--- src/rtl/ip_msx50bus_host.sv ---
// Host-side MSX 50-pin bus engine: turns single-cycle internal requests into
// timed memory/I/O read/write cycles on a cartridge slot, honouring n_wait.
module ip_msx50bus_host #(
    parameter int SETUP_CYCLES  = 2,
    parameter int STROBE_CYCLES = 4,
    parameter int HOLD_CYCLES   = 1
) (
    input  logic        clk,
    input  logic        n_reset,
    input  logic [15:0] bus_address,
    input  logic        bus_io_req,
    input  logic        bus_memory_req,
    output logic        bus_ack,
    input  logic        bus_wrt,
    input  logic [7:0]  bus_wdata,
    output logic [7:0]  bus_rdata,
    output logic        bus_rdata_en,
    output logic        busy,
    output logic [15:0] adr,
    output logic [7:0]  o_data,
    output logic        is_output,
    input  logic [7:0]  i_data,
    output logic        n_sltsl,
    output logic        n_mereq,
    output logic        n_ioreq,
    output logic        n_rd,
    output logic        n_wr,
    input  logic        n_wait
);

    localparam logic [3:0] SETUP_LOAD  = 4'(SETUP_CYCLES - 1);
    localparam logic [3:0] STROBE_LOAD = 4'(STROBE_CYCLES - 1);
    localparam logic [3:0] HOLD_LOAD   = 4'(HOLD_CYCLES - 1);

    typedef enum logic [1:0] {IDLE, SETUP, STROBE, HOLD} state_t;

    state_t     state;
    logic [3:0] count;
    logic       cyc_write;
    logic       wait_meta;
    logic       wait_sync;
    logic       w_wait;

    // n_wait comes straight from the cartridge connector, so it is resynchronised
    always_ff @(posedge clk or negedge n_reset) begin
        if (!n_reset) begin
            wait_meta <= 1'b1;
            wait_sync <= 1'b1;
        end else begin
            wait_meta <= n_wait;
            wait_sync <= wait_meta;
        end
    end

    assign w_wait = ~wait_sync;

    always_ff @(posedge clk or negedge n_reset) begin
        if (!n_reset) begin
            state        <= IDLE;
            count        <= 4'd0;
            cyc_write    <= 1'b0;
            bus_ack      <= 1'b0;
            bus_rdata    <= 8'h00;
            bus_rdata_en <= 1'b0;
            busy         <= 1'b0;
            adr          <= 16'h0000;
            o_data       <= 8'h00;
            is_output    <= 1'b0;
            n_sltsl      <= 1'b1;
            n_mereq      <= 1'b1;
            n_ioreq      <= 1'b1;
            n_rd         <= 1'b1;
            n_wr         <= 1'b1;
        end else begin
            bus_ack      <= 1'b0;
            bus_rdata_en <= 1'b0;
            case (state)
                IDLE: begin
                    // I/O wins a tie; the memory request simply stays pending
                    if (bus_io_req || bus_memory_req) begin
                        cyc_write <= bus_wrt;
                        adr       <= bus_address;
                        if (bus_wrt) begin
                            o_data    <= bus_wdata;
                            is_output <= 1'b1;
                        end
                        n_ioreq <= ~bus_io_req;
                        n_sltsl <= bus_io_req;
                        n_mereq <= bus_io_req;
                        bus_ack <= 1'b1;
                        busy    <= 1'b1;
                        count   <= SETUP_LOAD;
                        state   <= SETUP;
                    end
                end
                SETUP: begin
                    if (count == 4'd0) begin
                        n_rd  <= cyc_write;
                        n_wr  <= ~cyc_write;
                        count <= STROBE_LOAD;
                        state <= STROBE;
                    end else begin
                        count <= count - 4'd1;
                    end
                end
                STROBE: begin
                    // a waiting cartridge freezes the counter wherever it is
                    if (!w_wait) begin
                        if (count == 4'd0) begin
                            n_rd <= 1'b1;
                            n_wr <= 1'b1;
                            if (!cyc_write) begin
                                bus_rdata    <= i_data;
                                bus_rdata_en <= 1'b1;
                            end
                            count <= HOLD_LOAD;
                            state <= HOLD;
                        end else begin
                            count <= count - 4'd1;
                        end
                    end
                end
                HOLD: begin
                    if (count == 4'd0) begin
                        n_sltsl   <= 1'b1;
                        n_mereq   <= 1'b1;
                        n_ioreq   <= 1'b1;
                        is_output <= 1'b0;
                        busy      <= 1'b0;
                        state     <= IDLE;
                    end else begin
                        count <= count - 4'd1;
                    end
                end
                default: state <= IDLE;
            endcase
        end
    end

endmodule
--- config.mk ---
export PLATFORM = sky130hd
export DESIGN_NAME = ip_msx50bus_host
export DESIGN_NICKNAME = d
export VERILOG_FILES = /design/src/rtl/ip_msx50bus_host.sv
export SDC_FILE = /design/constraint.sdc
export NUM_CORES = 1
export LEC_CHECK = 0
export BUFFER_PORTS_ARGS = -buffer_cell sky130_fd_sc_hd__clkbuf_2
export CAP_MARGIN = 40
export CORE_MARGIN = 2
export CORE_UTILIZATION = 49
export CTS_BUF_LIST = sky130_fd_sc_hd__clkbuf_4 sky130_fd_sc_hd__clkbuf_8 sky130_fd_sc_hd__clkbuf_16
export DETAILED_ROUTE_END_ITERATION = 8
export PLACE_DENSITY = 0.87
export SYNTH_ARGS = -nofsm -noshare
export SYNTH_HDL_FRONTEND = slang
export SYNTH_SLANG_ARGS = --single-unit
--- constraint.sdc ---
create_clock -name clk -period 2.3 [get_ports clk]
set_clock_uncertainty 0.2 [all_clocks]
set_input_delay 0 -clock clk [delete_from_list [all_inputs] [get_ports clk]]
set_output_delay 0 -clock clk [all_outputs]
set_load 0.01 [all_outputs]
Word level (Yosys, flattened, before mapping)
Index checks and enable logic that the tools add are counted.
{"block": "classes", "n_addsub": 1, "eq_ne": 10, "mux": 34, "bitwise_logic": 2, "reduce_logical": 13}
{"operator": "$mux 4", "n": 5}
{"operator": "$mux 1", "n": 16}
{"operator": "$pmux 4 s4", "n": 1}
{"operator": "$ne 2x2->1 const B", "n": 7}
{"operator": "$pmux 1 s2", "n": 6}
{"operator": "$reduce_and 4->1", "n": 3}
{"operator": "$mux 2", "n": 5}
{"operator": "$reduce_and 3->1", "n": 3}
{"operator": "$pmux 2 s4", "n": 1}
{"operator": "$reduce_and 5->1", "n": 1}
{"operator": "$eq 2x2->1 const B", "n": 2}
{"operator": "$logic_not 4->1", "n": 1}
{"operator": "$reduce_bool 2->1", "n": 2}
{"operator": "$sub 4x1->4 const B", "n": 1}
{"operator": "$eq 2x1->1 const B", "n": 1}
{"operator": "$logic_not 2->1", "n": 1}
{"operator": "$not 1->1", "n": 2}
{"operator": "$reduce_and 2->1", "n": 1}
{"operator": "$logic_or 1x1->1", "n": 1}
{"block": "word_totals", "regBits": 49, "output_inout_bits": 41, "elab_cells": 76}

Logic depth before layout (Yosys ltp)
Gate-level depths: netlist of run 1.
{"block": "logic_depth", "word_depth": 4, "ltp_mapped": 7, "mapped_depth_nobuf": 6}

Least setup slack after synthesis of run 1
OpenSTA, ideal clock, no wires.
{"block": "synth_path", "path_type": "register -> register", "start": "reg count[0]", "end": "reg bus_rdata[0]", "setup_ns": 0.125, "arrival_ns": 1.718, "required_time_ns": 1.975, "slack_ns": 0.257, "path_stages_with_launch": 8, "path_buffers": 1, "period_less_slack_ns": 2.043, "cell_sequence": "dfrtp_1 -> inv_1 -> ha_1 -> or3b_4 -> nor2_2 -> and3_4 -> buf_12 -> mux2_4"}
{"block": "synth_between", "elab_chain_cells": 2}
{"element": "start, declared", "line": "38", "rtl": "logic [3:0] count;"}
{"element": "start signal, assigned", "line": "103", "rtl": "count <= count - 4'd1;"}
{"element": "start signal, assigned", "line": "119", "rtl": "count <= count - 4'd1;"}
{"element": "start signal, assigned", "line": "132", "rtl": "count <= count - 4'd1;"}
{"element": "$logic_not 4->1", "line": "109", "rtl": "if (count == 4'd0) begin"}
{"element": "$reduce_and 4->1 (no source line)"}
{"element": "end signal, assigned", "line": "113", "rtl": "bus_rdata <= i_data;"}
{"element": "end, declared", "line": "16", "rtl": "output logic [7:0] bus_rdata,"}
Every way passes these cells.
A chain may end at the register's enable or synchronous reset.

Final worst setup path of run 1
{"block": "layout_path", "start": "reg count[0]", "end": "reg bus_rdata[1]"}
Same word-level chain as after synthesis.

==> impl_metrics.env, run 1 <==
export IMPL_status="completed"
export IMPL_hold_violations=0
export IMPL_fin_tns_setup_ps=0
export IMPL_max_clock_path_buffers=2
export IMPL_viasPerCell=5.139
export IMPL_p_int_mw=2.347
export IMPL_postSynthCellCount=189
export IMPL_p_leak_nw=1.582
export IMPL_post_route_min_period_ps=2164
export IMPL_num_io_pins=79
export IMPL_drive_gt1_share_pct=38.59
export IMPL_crit_type="flop to flop"
export IMPL_clock_sinks=49
export IMPL_syn_area_per_cell_sq_um=11.25
export IMPL_antenna_found_initial=0
export IMPL_combPwrFrac_pct=46.6
export IMPL_required_ps=2300
export IMPL_core_sq_um=4086
export IMPL_maxSlewViolCount=0
export IMPL_syn_area_sq_um=2126
export IMPL_wl_per_cell_microns=14.90
export IMPL_crit_arrival_ps=2160
export IMPL_synth_top_area_share_pct=50.62
export IMPL_h_tree_depth=2
export IMPL_synthToLayoutAreaGrowth_pct=42.55
export IMPL_final_area_sq_um=3030
export IMPL_place_area_sq_um=2570
export IMPL_ys_ff_latch=49
export IMPL_grt_overflow_total=0
export IMPL_switching_share_pct=39.14
export IMPL_max_cap_violations=0
export IMPL_cp_start_kind="flop"
export IMPL_dr_pass1_iters=4
export IMPL_grt_pass1_wl_microns=9059
export IMPL_fp_dieH_microns=69.87
export IMPL_fillers=257
export IMPL_relSlewSlack_pct=63.03
export IMPL_path_clk_slew_ps=90
export IMPL_worst_pin_slew_ps=554.6
export IMPL_p_total_mw=3.857
export IMPL_synth_edff_count=0
export IMPL_yosysWarnings=0
export IMPL_grt_pass1_vias=1900
export IMPL_pwr_share_clk_pct=13.6
export IMPL_grt_max_degree=23
export IMPL_port_buffer_count=78
export IMPL_fin_nets=354
export IMPL_num_rows=23
export IMPL_clock_root_buffer="clkbuf_8"
export IMPL_grt_use_total_pct=23.64
export IMPL_fin_crit_sh_pct=94.09
export IMPL_worstSkewPairLatency_ps=300
export IMPL_max_freq_mhz=462.1
export IMPL_setup_violations_final=0
export IMPL_vias=1855
export IMPL_switching_power_mw=1.509
export IMPL_drtIter0Drc=79
export IMPL_die_width_microns=69.87
export IMPL_dpl_hpwl_microns=3277
export IMPL_finalWirelength_microns=5379
export IMPL_async_flop_share_pct=100.0
export IMPL_endpoint_kind="flop"
export IMPL_dieArea_sq_um=4881
export IMPL_initial_core_util_pct=52.02
export IMPL_yosys_top_cells_area="dfrtp_1 51%, nand2_1 9.7%, dfstp_2 7.4%, mux2_4 5.7%, mux2_2 4.8%"
export IMPL_ir_drop_uv=793.1
export IMPL_synth_distinct_cells=37
export IMPL_pwr_share_seq_pct=39.7
export IMPL_numCtsBuffers=5
export IMPL_tritoncts="done"
export IMPL_diodes=0
export IMPL_grt_setup_unrepaired="no"
export IMPL_p_per_area_nw_per_um2=1273
export IMPL_synth_top_flop_cell="dfrtp_1"
export IMPL_ant_nets=0
export IMPL_r2r_slack_ps=140
export IMPL_yosysSeqAreaShare_pct=58.03
export IMPL_gp_congestion=0.7975
export IMPL_crit_path_max_fanout=9
export IMPL_syn_nets=233
export IMPL_synth_area_leader_cell="dfrtp_1"
export IMPL_drc=0
export IMPL_hold_class="input port to async pin"
[cell families (layout without fill, tap and decap cells)]
| family | count (synthesis) | count (layout) | synth area share [%] |
|---|---|---|---|
| simple gates | 79 | 79 | 16.42 |
| mux | 17 | 17 | 10.42 |
| buf+inv | 12 | 134 | 3.061 |
| compound gates | 26 | 26 | 8.535 |
| flops | 49 | 49 | 58.03 |
| fa+ha+maj | 6 | 6 | 3.531 |
[power by group through the flow]
stage	registers, mW	logic, mW	clock network [mW]
floorplan	1.65	0.982	0
global placement	1.52	1.67	0
detailed placement	1.52	1.74	0
CTS	1.52	1.78	0.533
global route	1.58	1.99	0.579
finish	1.53	1.80	0.526
[synthesized netlist by cell type (2+ instances only)]
master    instances
nand2_1          55
nor2_1            9
a21oi_1           6
o21ai_0           5
o32a_1            2
dfstp_2           6
ha_1              6
clkbuf_1          2
dfrtp_1          43
mux2_4            8
o22a_1            3
a22o_1            2
inv_1             6
a211oi_1          2
nor3_1            3
mux2_2            9
nor4_1            2
[layer usage]
layer,share of wire (%),wire [microns],GRT usage [%],up-vias
met4,1.7,93,7.265,0
met2,52,2819,40.00,77
met3,6.7,362,5.916,7
met5,0,0,0,-
li1,-,-,-,877
met1,39,2104,30.00,894
[what timing repair did]
action | in CTS | in global routing
hold endpoints to repair | 81 | 0
setup buffers | 0 | 0
resized for setup | 0 | 0
hold buffers | 37 | 0
[cells in the final DEF, fill, tap and decap left out, types with 5 or more instances in the layout]
cell	Yosys	final
mux2_2	9	9
o21ai_0	5	5
mux2_4	8	8
dlygate4sd3_1	0	37
clkbuf_2	0	78
dfrtp_1	43	43
clkbuf_8	0	5
ha_1	6	6
a21oi_1	6	6
nand2_1	55	55
nor2_1	9	9
dfstp_2	6	6
inv_1	6	6
[sequential cells by signal, summed over array words and instances (netlist names)]
signal and flops:
bus_rdata_en 1, is_output 1, cyc_write 1, wait_meta 1, count 4, n_mereq 1
adr 16, state 2, n_ioreq 1, bus_ack 1, n_wr 1, n_rd 1
o_data 8, busy 1, wait_sync 1, bus_rdata 8
[worst max-delay path: stages, from the launching register on]
cell and delay [ps]:
dfrtp_1 420, inv_1 130, ha_1 170, or3b_4 400, nor2_2 110, and3_4 300
mux2_4 320
[cell type report]
type / instances / area, sq um / share of cell area, %
sequential: 49 / 1234 / 40.71
multi-input combinational: 128 / 827.0 / 27.29
timing repair buffer: 119 / 790.8 / 26.09
clock buffer: 6 / 76.32 / 2.519
tap: 50 / 62.56 / 2.064
inverter: 7 / 26.28 / 0.8671
clock inverter: 2 / 13.76 / 0.4542
[metrics by stage]
| step | hold slack (ps) | util [%] | cells | worst slack, ps |
|---|---|---|---|---|
| after floorplan | -495.6 | - | 189 | 256.7 |
| after global placement | -198.7 | 62.89 | 316 | 231.5 |
| after detailed placement | -195.7 | 62.89 | 316 | 166.4 |
| after CTS | 9.116 | 74.16 | 361 | 156.8 |
| after global routing | 41.76 | 74.16 | 361 | 13.00 |
| final | 5.945 | 74.16 | 361 | 135.9 |
[path summary, 6_finish.rpt]
kind,start,endpoint,cells after the start
max,count[0],bus_rdata[1],6
max in group asynchronous,n_reset,n_ioreq,3
max reg2reg,count[0],bus_rdata[1],6
min,n_reset,adr[3],2
min reg2reg,wait_meta,wait_sync,0
min in group clk,n_wait,wait_meta,2
Note: power is estimated with default switching activity, not from simulation.
==> run 2, diff against run 1 <==
RECOVER_POWER = 50   (was not set)
==> run 2 against run 1 <==
  * Global-route usage unchanged
  * Largest cell class unchanged
  * Non-clock buffer count stayed put
  * First-iteration DRC count shrank 20%
  * Setup slack improved by 1.2 ps
  * Final cell count unchanged
  * Critical endpoint unchanged
  * Critical path depth is the same
  * Count of clock-buffer cells in the layout unchanged
  * Maximum frequency about the same
  * Total power shrank 2.1%
==> impl_metrics.env, run 2 (synthesis results as in run 1) <==
export IMPL_finalWirelength_microns=5377
export IMPL_drive_gt1_share_pct=26.37
export IMPL_worstSkewPairLatency_ps=300
export IMPL_r2r_slack_ps=140
export IMPL_h_tree_depth=2
export IMPL_status="completed"
export IMPL_cts_resized=0
export IMPL_port_buffer_count=78
export IMPL_gp_congestion=0.7975
export IMPL_max_freq_mhz=462.3
export IMPL_initial_core_util_pct=52.02
export IMPL_grt_max_degree=23
export IMPL_maxSlewViolCount=0
export IMPL_num_io_pins=79
export IMPL_fin_nets=354
export IMPL_tritoncts="done"
export IMPL_final_cell_mix="55 x nand2_1, 43 x dfrtp_1, 42 x clkbuf_2"
export IMPL_grt_setup_unrepaired="no"
export IMPL_max_clock_path_buffers=2
export IMPL_regMostFlops="adr"
export IMPL_drc=0
export IMPL_viasPerCell=5.119
export IMPL_path_clk_slew_ps=90
export IMPL_ant_nets=0
export IMPL_fp_dieH_microns=69.87
export IMPL_ir_drop_uv=773.5
export IMPL_drtIter0Drc=63
export IMPL_grt_use_total_pct=23.64
export IMPL_p_per_area_nw_per_um2=1268
export IMPL_largest_reg_flops=16
export IMPL_diodes=0
export IMPL_fin_tns_setup_ps=0
export IMPL_vias=1848
export IMPL_num_rows=23
export IMPL_hold_class="input port to flop"
export IMPL_numCtsBuffers=5
export IMPL_die_width_microns=69.87
export IMPL_relSlewSlack_pct=21.30
export IMPL_max_cap_violations=0
export IMPL_fin_cells=361
export IMPL_fin_crit_sh_pct=94.04
export IMPL_grt_pass1_wl_microns=9059
export IMPL_antenna_found_initial=0
export IMPL_dieArea_sq_um=4881
export IMPL_core_sq_um=4086
export IMPL_dpl_hpwl_microns=3277
export IMPL_grt_overflow_total=0
export IMPL_setup_violations_final=0
export IMPL_postLayoutCoreUtil_pct=72.87
export IMPL_final_common_cell="nand2_1"
export IMPL_required_ps=2300
export IMPL_cp_start_kind="flop"
export IMPL_p_leak_nw=1.464
export IMPL_crit_path_max_fanout=9
export IMPL_worst_pin_slew_ps=1180
export IMPL_endpoint_kind="flop"
export IMPL_reg_top3="adr: 16 flops, bus_rdata: 8 flops, o_data: 8 flops"
export IMPL_crit_arrival_ps=2160
export IMPL_wl_per_cell_microns=14.89
export IMPL_post_route_min_period_ps=2163
export IMPL_grt_pass1_vias=1900
export IMPL_hold_violations=0
export IMPL_dr_pass1_iters=4
export IMPL_clock_root_buffer="clkbuf_8"
export IMPL_p_total_mw=3.775
export IMPL_placed_cells=316
export IMPL_synthToLayoutAreaGrowth_pct=40.08
export IMPL_clock_sinks=49
export IMPL_crit_type="flop to flop"
-- run 2: path summary, 6_finish.rpt --
check                      startpoint           end  depth (start not counted)
max in group asynchronous     n_reset  bus_rdata_en                          3
min in group asynchronous     n_reset        adr[3]                          2
min reg2reg                 wait_meta     wait_sync                          0
max reg2reg                  count[0]  bus_rdata[1]                          6
max                          count[0]  bus_rdata[1]                          6
min                            n_wait     wait_meta                          2
-- run 2: through the flow --
stage	instance area (sq um)	hold WS [ps]	setup slack, ps
after floorplan	2126	-495.6	256.7
after CTS	3030	9.116	156.8
after global placement	2570	-198.7	231.5
after detailed placement	2570	-195.7	166.4
after global routing	2978	132.5	13.00
final	2978	144.4	137.1
-- run 2: where the power goes --
| part | total (mW) | switching (mW) | internal, mW | leakage (nW) |
|---|---|---|---|---|
| sequential | 1.53 | 0.258 | 1.27 | 0.591 |
| combinational | 1.72 | 0.950 | 0.770 | 0.824 |
| clock | 0.525 | 0.296 | 0.229 | 0.0490 |
| total | 3.77 | 1.50 | 2.27 | 1.46 |
-- run 2: layer usage --
layer | GRT usage [%] | part of all wire, % | wire length [microns]
met1 | 30.00 | 39 | 2090
met2 | 40.00 | 53 | 2846
met3 | 5.916 | 6.5 | 347
met4 | 7.265 | 1.7 | 93
met5 | 0 | 0 | 0
-- run 2: timing repair --
action,4_1_cts,5_1_grt
hold buffers,37,0
setup endpoints to repair,0,0
hold endpoints to repair,81,0
setup buffers,0,0
-- run 2: area by class of cell --
type	count	area, sq um
Fill cell	289	1109
Inverter	7	26.28
Tap cell	50	62.56
Multi-Input combinational cell	128	827.0
Sequential cell	49	1234
Timing Repair Buffer	119	738.2
Clock buffer	6	76.32
Clock inverter	2	13.76
-- run 2: worst max-delay path, cell delays in order (launching register included) --
cell and delay [ps]:
dfrtp_1 420, inv_1 130, ha_1 170, or3b_4 410, nor2_2 110, and3_4 300, mux2_4 320
==> run 3, diff against run 2 <==
CORE_MARGIN = not set   (was 2)
==> run 3 against run 2 <==
  * Die area fell by 5.6%
  * Core utilization rose by 0.40 points
  * Sequential power barely moved
  * Via count rose by 3.1%
  * Hold slack got worse by 3.1 ps
  * Register-to-register slack got worse by 30 ps
  * Routed wire length rose by 0.78%
  * Setup slack got worse by 32 ps
  * Total power rose by 1.3%
  * Design area rose by 0.55%
  * Largest cell class unchanged
  * Largest power group unchanged
==> impl_metrics.env, run 3 (synthesis results as in run 1) <==
export IMPL_drtIter0Drc=55
export IMPL_antenna_found_initial=0
export IMPL_max_clock_path_buffers=2
export IMPL_core_sq_um=4086
export IMPL_port_buffer_count=78
export IMPL_worst_pin_slew_ps=1417
export IMPL_postLayoutCoreUtil_pct=73.27
export IMPL_met2_usage_pct=44.43
export IMPL_p_total_mw=3.824
export IMPL_use_met1_pct=29.24
export IMPL_die_width_microns=67.87
export IMPL_crit_type="flop to flop"
export IMPL_reg_top3="adr: 16 flops, bus_rdata: 8 flops, o_data: 8 flops"
export IMPL_max_cap_violations=0
export IMPL_grt_setup_unrepaired="no"
export IMPL_required_ps=2290
export IMPL_maxSlewViolCount=0
export IMPL_finalWirelength_microns=5419
export IMPL_fin_cells=361
export IMPL_drive_gt1_share_pct=27.33
export IMPL_relSlewSlack_pct=5.545
export IMPL_p_per_area_nw_per_um2=1277
export IMPL_placed_cells=316
export IMPL_dr_pass1_iters=4
export IMPL_ant_nets=0
export IMPL_vias=1905
export IMPL_final_area_sq_um=2994
export IMPL_dieArea_sq_um=4606
export IMPL_worstSkewPairLatency_ps=310
export IMPL_grt_pass1_vias=1881
export IMPL_crit_arrival_ps=2190
export IMPL_num_io_pins=79
export IMPL_regMostFlops="adr"
export IMPL_startpoint="count[0]"
export IMPL_hp_start="n_wait"
export IMPL_grt_met3_usage_pct=8.333
export IMPL_ir_drop_uv=756.9
export IMPL_grt_overflow_total=0
export IMPL_gp_congestion=0.8805
export IMPL_clock_root_buffer="clkbuf_8"
export IMPL_drc=0
export IMPL_r2r_start="count[0]"
export IMPL_cp_start_kind="flop"
export IMPL_dpl_hpwl_microns=3212
export IMPL_largest_reg_flops=16
export IMPL_numCtsBuffers=5
export IMPL_clock_sinks=49
export IMPL_tritoncts="done"
export IMPL_crit_path_max_fanout=9
export IMPL_path_clk_slew_ps=100
export IMPL_critPathSlowestCell="dfrtp_1"
export IMPL_num_rows=23
export IMPL_post_route_min_period_ps=2195
export IMPL_final_common_cell="nand2_1"
export IMPL_viasPerCell=5.277
export IMPL_max_freq_mhz=455.5
export IMPL_wl_per_cell_microns=15.01
export IMPL_fin_tns_setup_ps=0
export IMPL_grt_pass1_wl_microns=8507
export IMPL_final_cell_mix="55 x nand2_1, 43 x dfrtp_1, 42 x clkbuf_2"
export IMPL_fp_dieH_microns=67.87
export IMPL_status="completed"
export IMPL_hold_violations=0
export IMPL_diodes=0
export IMPL_grt_max_degree=29
export IMPL_worstPathCellList="inv_1, ha_1, or3b_4, nor2_2, and3_4, mux2_4"
export IMPL_slowest_delay_ps=430
export IMPL_grt_use_total_pct=25.64
export IMPL_h_tree_depth=2
export IMPL_synthToLayoutAreaGrowth_pct=40.85
export IMPL_endpoint_kind="flop"
export IMPL_setup_violations_final=0
export IMPL_busiest_layer="met2"
export IMPL_p_leak_nw=1.461
export IMPL_fin_crit_sh_pct=95.44
export IMPL_hold_class="input port to flop"
export IMPL_initial_core_util_pct=52.02
export IMPL_place_area_sq_um=2570
export IMPL_fin_nets=354
-- run 3: cell count changes in the layout (fill, tap and decap cells not counted), sizes merged --
cell      previous run  this run
clkbuf              86        84
clkinvlp             0         2
buf                  2         3
clkinv               1         0
-- run 3: layer usage --
| layer | vias to the layer above | share of wire [%] |
|---|---|---|
| met2 | 99 | 51 |
| li1 | 879 | - |
| met3 | 20 | 7.3 |
| met5 | - | 0 |
| met4 | 0 | 3.0 |
| met1 | 907 | 38 |
-- run 3: power by group --
group | total [mW] | internal (mW) | switching, mW
registers | 1.53 | 1.27 | 0.259
clock network | 0.529 | 0.221 | 0.308
logic | 1.76 | 0.781 | 0.984
total | 3.82 | 2.27 | 1.55
-- run 3: through the flow --
step,hold slack [ps],setup WS [ps]
3_5_place_dp,-137.9,167.6
4_1_cts,65.27,150.5
2_1_floorplan,-495.6,256.7
6_report,141.3,104.8
5_1_grt,121.7,18.72
3_3_place_gp,-144.8,233.2
-- run 3: path summary, 6_finish.rpt --
path	slack [ps]	endpoint	cells past startpoint
max	100	bus_rdata[1]	6
min	140	wait_meta	2
max reg2reg	100	bus_rdata[1]	6
min reg2reg	170	wait_sync	0
max in group asynchronous	500	n_wr	3
min in group asynchronous	350	adr[13]	2
-- run 3: critical path, delay by kind of cell, from the launching register on --
family	cells	cell delay, ps
fa+ha+maj	1	180
buf+inv	1	120
flops	1	430
mux	1	320
simple gates	3	830
-- run 3: timing repair --
item,CTS,global route
setup endpoints to repair,0,9
hold endpoints to repair,63,0
gates resized for setup,0,2
hold buffers,37,0
setup buffers,0,0
-- run 3: final cells by class --
| class | count | area, sq um |
|---|---|---|
| well taps | 50 | 62.56 |
| multi-input cells | 128 | 834.6 |
| clock buffers | 5 | 68.82 |
| flip-flops and latches | 49 | 1234 |
| clock inverters | 3 | 26.28 |
| repair buffers | 119 | 742.0 |
| inverters | 7 | 26.28 |
| fillers | 278 | 1092 |
